$ cat src/rtl/interrupt_ctrl8227_pkg.sv
// ---------------------------------------------------------------
// intctrl8227_pkg : shared constants and types for interrupt_ctrl8227
// Rev 1.0
// ---------------------------------------------------------------
`default_nettype none

package intctrl8227_pkg;

  localparam logic [15:0] NMI_VECTOR_ADDR_DEFAULT = 16'hFFFA;
  localparam int          MAX_IRQ                 = 8;

  typedef enum logic {
    IRQ_LEVEL = 1'b0,
    IRQ_EDGE  = 1'b1
  } irq_mode_e;

  // Index of the lowest set bit; 0 when the vector is empty.
  function automatic logic [2:0] lowest_set(input logic [MAX_IRQ-1:0] v);
    lowest_set = 3'd0;
    for (int i = MAX_IRQ - 1; i >= 0; i--) begin
      if (v[i]) lowest_set = 3'(i);
    end
  endfunction

endpackage

`default_nettype wire

$ cat src/rtl/interrupt_ctrl8227_pin_sync_edge.sv
// ---------------------------------------------------------------
// pin_sync_edge : async active-low pin synchronizer + falling-edge detect
// Rev 1.0
// ---------------------------------------------------------------
`default_nettype none

module pin_sync_edge #(
  parameter int SYNC_STAGES = 2
) (
  input  logic clk,
  input  logic nrst,
  input  logic pinN,
  output logic syncLevel,
  output logic fallEdge
);

  logic [SYNC_STAGES-1:0] sync_q, sync_d;
  logic                   edge_q, edge_d;

  always_comb begin
    sync_d = {sync_q[SYNC_STAGES-2:0], pinN};
    edge_d = sync_q[SYNC_STAGES-1];
  end

  // Everything resets to the inactive level so reset release never looks like an edge.
  always_ff @(posedge clk) begin
    if (!nrst) begin
      sync_q <= '1;
      edge_q <= 1'b1;
    end else begin
      sync_q <= sync_d;
      edge_q <= edge_d;
    end
  end

  assign syncLevel = sync_q[SYNC_STAGES-1];
  assign fallEdge  = ~sync_q[SYNC_STAGES-1] & edge_q;

endmodule

`default_nettype wire

$ cat src/rtl/interrupt_ctrl8227.sv
// ---------------------------------------------------------------
// interrupt_ctrl8227 : NMI/IRQ front end for top8227 (optional INTCTRL_PRIORITY_ID_EN)
// Rev 1.0
// ---------------------------------------------------------------
`default_nettype none

module interrupt_ctrl8227
  import intctrl8227_pkg::*;
#(
  parameter int          NUM_IRQ         = 4,
  parameter int          SYNC_STAGES     = 2,
  parameter logic [15:0] NMI_VECTOR_ADDR = NMI_VECTOR_ADDR_DEFAULT
) (
  input  logic               clk,
  input  logic               nrst,
  input  logic               nmiPin,
  input  logic [NUM_IRQ-1:0] irqPins,
  input  logic [NUM_IRQ-1:0] irqEdgeMode,
  input  logic [NUM_IRQ-1:0] irqMask,
  input  logic [NUM_IRQ-1:0] irqClear,
  input  logic [7:0]         AddressBusHigh,
  input  logic [7:0]         AddressBusLow,
  output logic               nonMaskableInterrupt,
  output logic               interruptRequest,
  output logic [NUM_IRQ-1:0] irqPending
`ifdef INTCTRL_PRIORITY_ID_EN
  ,
  output logic [2:0]         irqId,
  output logic               irqIdValid
`endif
);

  // Bit 0 is NMI, bits 1..NUM_IRQ are the IRQ pins.
  logic [NUM_IRQ:0] pins_n;
  logic [NUM_IRQ:0] sync_level;
  logic [NUM_IRQ:0] fall;

  assign pins_n = {irqPins, nmiPin};

  generate
    for (genvar g = 0; g <= NUM_IRQ; g++) begin : g_sync
      pin_sync_edge #(
        .SYNC_STAGES(SYNC_STAGES)
      ) u_sync (
        .clk      (clk),
        .nrst     (nrst),
        .pinN     (pins_n[g]),
        .syncLevel(sync_level[g]),
        .fallEdge (fall[g])
      );
    end
  endgenerate

  logic               nmi_q, nmi_d;
  logic [NUM_IRQ-1:0] pend_q, pend_d;
  logic               req_q, req_d;
  logic               nmi_ack;

  assign nmi_ack = ({AddressBusHigh, AddressBusLow} == NMI_VECTOR_ADDR);

  always_comb begin
    nmi_d = nmi_q;
    // A new edge takes precedence over a simultaneous vector-fetch acknowledge.
    if (fall[0] && !sync_level[0]) begin
      nmi_d = 1'b1;
    end else if (nmi_ack) begin
      nmi_d = 1'b0;
    end

    pend_d = pend_q;
    for (int i = 0; i < NUM_IRQ; i++) begin
      if (irq_mode_e'(irqEdgeMode[i]) == IRQ_EDGE) begin
        pend_d[i] = fall[i+1] | (pend_q[i] & ~irqClear[i]);
      end else begin
        pend_d[i] = ~sync_level[i+1];
      end
    end

    req_d = |(pend_d & ~irqMask);
  end

  always_ff @(posedge clk) begin
    if (!nrst) begin
      nmi_q  <= 1'b0;
      pend_q <= '0;
      req_q  <= 1'b0;
    end else begin
      nmi_q  <= nmi_d;
      pend_q <= pend_d;
      req_q  <= req_d;
    end
  end

  assign nonMaskableInterrupt = nmi_q;
  assign interruptRequest     = req_q;
  assign irqPending           = pend_q;

`ifdef INTCTRL_PRIORITY_ID_EN
  logic [MAX_IRQ-1:0] masked_ext;
  logic [2:0]         id_q, id_d;

  always_comb begin
    masked_ext              = '0;
    masked_ext[NUM_IRQ-1:0] = pend_d & ~irqMask;
    id_d                    = lowest_set(masked_ext);
  end

  always_ff @(posedge clk) begin
    if (!nrst) begin
      id_q <= 3'd0;
    end else begin
      id_q <= id_d;
    end
  end

  assign irqId      = id_q;
  assign irqIdValid = req_q;
`endif

endmodule

`default_nettype wire

$ cat config.mk
export PLATFORM = sky130hd
export DESIGN_NAME = interrupt_ctrl8227
export DESIGN_NICKNAME = d
export VERILOG_FILES = /design/src/rtl/interrupt_ctrl8227_pkg.sv /design/src/rtl/interrupt_ctrl8227_pin_sync_edge.sv /design/src/rtl/interrupt_ctrl8227.sv
export SDC_FILE = /design/constraint.sdc
export NUM_CORES = 1
export LEC_CHECK = 0
export CORE_ASPECT_RATIO = 1.25
export CORE_MARGIN = 2
export CORE_UTILIZATION = 39
export DETAILED_ROUTE_END_ITERATION = 8
export PLACE_DENSITY = 0.84
export SLEW_MARGIN = 25
export SYNTH_ARGS = -nofsm -noshare
export SYNTH_HDL_FRONTEND = slang
export SYNTH_SLANG_ARGS = --single-unit
export TNS_END_PERCENT = 30
$ cat constraint.sdc
create_clock -name clk -period 1.9 [get_ports clk]
set_input_delay 0.285 -clock clk [delete_from_list [all_inputs] [get_ports clk]]
set_output_delay 0.285 -clock clk [all_outputs]
set_load 0.02 [all_outputs]
* Word level (Yosys, flattened, before mapping)
Index checks and enable logic that the tools add are counted.
** Storage, ports and cells
- Word-level logic and storage cells :: 48
- Flip-flop bits (word level) :: 21
- Output and inout bits :: 6
** Cells by class
- Mux-type cells :: 6
- Reductions and logical operators :: 4
- Bitwise operators :: 24
- Equality and inequality tests :: 1
** Operators with widths (count)
- equality test 16 bit (second input constant) :: 1
- bitwise AND 1 bit :: 9
- inverter 1 bit :: 9
- two-way mux 1 bit :: 6
- bitwise AND 4 bit :: 1
- inverter 4 bit :: 1
- OR 1 bit :: 4
- OR reduction 4 bit :: 1
- nonzero test 2 bit :: 1
- logical AND 1 bit :: 1
- logical NOT 1 bit :: 1

* Logic depth before layout (Yosys ltp)
- Depth after elaboration :: 6
- Gate-level depth with buffers :: 5

* By module
A second synthesis with hierarchy kept.
** Unflattened totals
- Cell total of the unflattened synthesis :: 71
- Area total of the unflattened synthesis :: 753.2 um^2
** Modules (own cells, without submodules)
- pin_sync_edge :: instances 5, area each 85.1 um^2, cells an instance 7
- interrupt_ctrl8227 :: instances 1, area each 327.8 um^2, cells an instance 36

* Least setup slack after synthesis
No wires, ideal clock.
- Path kind :: in2reg
- From :: in nrst
- To :: reg req_q (netlist: interruptRequest)
- Path buffers :: 1
- Setup slack :: 968 ps
- Data required time :: 1777 ps
- Arrival :: 809 ps
- Stages on the path :: 5
- Setup time :: 123 ps
- Cell sequence :: buf_6 nand4b_1 o21ai_2 a22oi_1 nand3_1
** RTL lines
- start: declaration :: line interrupt_ctrl8227.sv:15 : input logic nrst,
- end signal: assignment :: line interrupt_ctrl8227.sv:90 : req_q <= req_d;
- end: declaration :: line interrupt_ctrl8227.sv:56 : logic req_q, req_d;

* Worst setup path in the final report
- From :: reg nmi_q (netlist: nonMaskableInterrupt)
- To :: out nonMaskableInterrupt
** RTL lines
- start: declaration :: line interrupt_ctrl8227.sv:54 : logic nmi_q, nmi_d;
- start signal: assignment :: line interrupt_ctrl8227.sv:88 : nmi_q <= nmi_d;
- end: declaration :: line interrupt_ctrl8227.sv:23 : output logic nonMaskableInterrupt,
No word-level cell between the ends.

==> flow_summary.ini <==
[timing]
maxSlewHeadroom = 0.741
setup_violations = 0
min_period_over_period = 0.815
clock.fmax_mhz = 646
hold_viol_final = 0
period_needed_ps = 1550
tns_ps = 0
drv_slew = 0
tightestPinTransition_ps = 388
rsz0062_at_grt = false
worst_clock_skew_ps = 5.74
setup_slack_ps = 352

[logic_synthesis]
synthesis.area_sq_um = 711
syn-num-nets = 100
yosys-top-cells-area = dfxtp_1, nand2b_1, nand4b_1
yosysTopAreaCell = dfxtp_1
syn_avg_cell_area_sq_um = 10.9
ys_warn_count = 0
yosysUniqueCellTypes = 18
synth_cells = 65
synth.yosys.seq_area_share = 0.592
ys_seq_elements = 21
yosysTopAreaCellShare = 0.592

[global_route]
antenna_found_initial = 0
grt_max_degree = 14
grt.overflow.total = 0
grt_first_pass_wirelength_microns = 2600
grt_usage = 0.161
grt_pass1_vias = 625

[pwr]
intPower_uw = 623
vdd_drop_max_mv = 0.490
swShare = 0.211
clkPwrFrac = 0.261
seqPwrFrac = 0.586
p_sw_uw = 167
power_density_nw_per_um2 = 685
p_comb_frac = 0.152
p_leak_nw = 0.438

[cells_and_area]
finalNetCount = 144
drive_gt1_frac = 0.0833
final_cell_mix = clkdlybuf4s50_1, dfxtp_1, nand2b_1
mostFrequentLayoutCell = clkdlybuf4s50_1
diodes = 0
area_growth_pct = 62.3

[critical_path]
cp.required_ps = 1620
slowest_delay_ps = 610
critPathLaunch = nonMaskableInterrupt$_SDFFE_PN0P_
cp_slowest_cell = clkdlybuf4s50_1
crit_end = nonMaskableInterrupt
critPathCaptureType = primary output
path_class = reg2out
cp.arrival_ps = 1260
path_depth = 1
startpoint_type = flip-flop
r2r_slack_ps = 980
worst-path-buf-inv = 1
r2r-start = g_sync[2].u_sync.edge_q$_SDFF_PN1_
r2r_cells = 4
crit_family = buffers and inverters
r2r-end = interruptRequest$_SDFF_PN0_
cp_max_fo = 2
crit_chain = clkdlybuf4s50_1

[drt]
viasPerCell = 4.71
drt_first_pass_iters = 3
drt_wl_total_microns = 1520
remaining_drc_errors = 0
wire_per_inst_microns = 12.0
drtAntennaViolNets = 0
via_count = 598
drt_iter0_markers = 8

[cts]
cts-root-buf = clkbuf_4
htreeDepth = 1
cts.sinks = 21
cts_setup_buffers = 0
postCtsResizedCells = 0
cts_buffer_depth = 2
path_clk_slew_ps = 110
numCtsBuffers = 3
holdBufCountCts = 0
insertion_delay_ps = 300
cts_tree = built

[run]
maxCapViolations = 0

[floorplan]
core-area_sq_um = 1740
die_area_sq_um = 2180
initial_core_util = 0.407
ioPinCount = 41
num_rows = 17
fp.dieW_microns = 42.2
die_h_microns = 51.7

[min_path]
min-delay-start = g_sync[0].u_sync.sync_q[0]$_SDFF_PN1_
hold_path_class = reg2reg

[placement]
dpl.hpwl_microns = 1250
post-place-ws_ps = 293
io_buffers = 40
gp_congestion = 0.752

[run_status]
outcome = completed
## per-stage QoR
stage                     utilization  total power, mW  std cells  cell area, sq um  hold slack (ps)
after detailed placement        0.646            0.594        123              1130              393
after global placement          0.646            0.590        123              1130              388
after global routing            0.661            0.834        127              1150              445
after CTS                       0.661            0.801        127              1150              421
final                           0.661            0.790        127              1150              417
after floorplan                     -            0.509         65               711              380
## power groups by stage
stage | clock, mW | sequential (mW) | combinational [mW]
6_report | 0.206 | 0.463 | 0.120
5_1_grt | 0.240 | 0.465 | 0.129
4_1_cts | 0.216 | 0.463 | 0.121
3_5_place_dp | 0 | 0.473 | 0.121
3_3_place_gp | 0 | 0.472 | 0.118
2_1_floorplan | 0 | 0.479 | 0.0292
## flip-flops by register name (all words and copies together), names as in the netlist
| name | flops |
|---|---|
| irqPending | 4 |
| g_sync.u_sync.edge_q | 5 |
| nonMaskableInterrupt | 1 |
| interruptRequest | 1 |
| g_sync.u_sync.sync_q | 10 |
## metal layers
| metal | track usage | part of all wire | wire length, microns | up-vias |
|---|---|---|---|---|
| met3 | 0.0590 | 0.070 | 107 | 2 |
| met2 | 0.292 | 0.54 | 817 | 25 |
| li1 | - | - | - | 304 |
| met5 | 0 | 0 | 0 | - |
| met1 | 0.163 | 0.38 | 585 | 267 |
| met4 | 0.0729 | 0.0085 | 13 | 0 |
## how the worst min path moves through the flow
stage / end / slack [ps] / depth (start not counted)
2_1_floorplan: g_sync[3].u_sync.edge_q$_SDFF_PN1_ / 380 / 1
3_3_place_gp: g_sync[2].u_sync.sync_q[1]$_SDFF_PN1_ / 390 / 1
3_5_place_dp: g_sync[1].u_sync.sync_q[1]$_SDFF_PN1_ / 390 / 1
4_1_cts: g_sync[0].u_sync.sync_q[1]$_SDFF_PN1_ / 420 / 1
5_1_grt: g_sync[1].u_sync.sync_q[1]$_SDFF_PN1_ / 450 / 1
6_report: g_sync[0].u_sync.sync_q[1]$_SDFF_PN1_ / 420 / 1
## cell usage after synthesis, drive strengths merged
cell type   n
a22oi       1
buf         2
dfxtp      21
inv         2
nand2       1
nand2b     17
nand3       2
nand3b      1
nand4       3
nand4b      4
nor2        1
nor2b       4
nor4        1
o21ai       5
## cell families (layout without fill, tap and decap cells)
family                 after synthesis  count (layout)  share of synthesized area
flip-flops                          21              21                      0.592
buffers and inverters                4              47                     0.0334
AO/OA/AOI/OAI                        6               6                     0.0563
AND/OR/NAND/NOR                     34              34                      0.319
## final cells by class
class	instances	area, sq um
fillers	146	591
multi-input cells	40	267
clock buffers	3	22.5
inverters	2	7.51
flip-flops and latches	21	420
repair buffers	41	408
well taps	19	23.8
clock inverters	1	5.00
No activity file was read; power rests on OpenSTA's default activity.
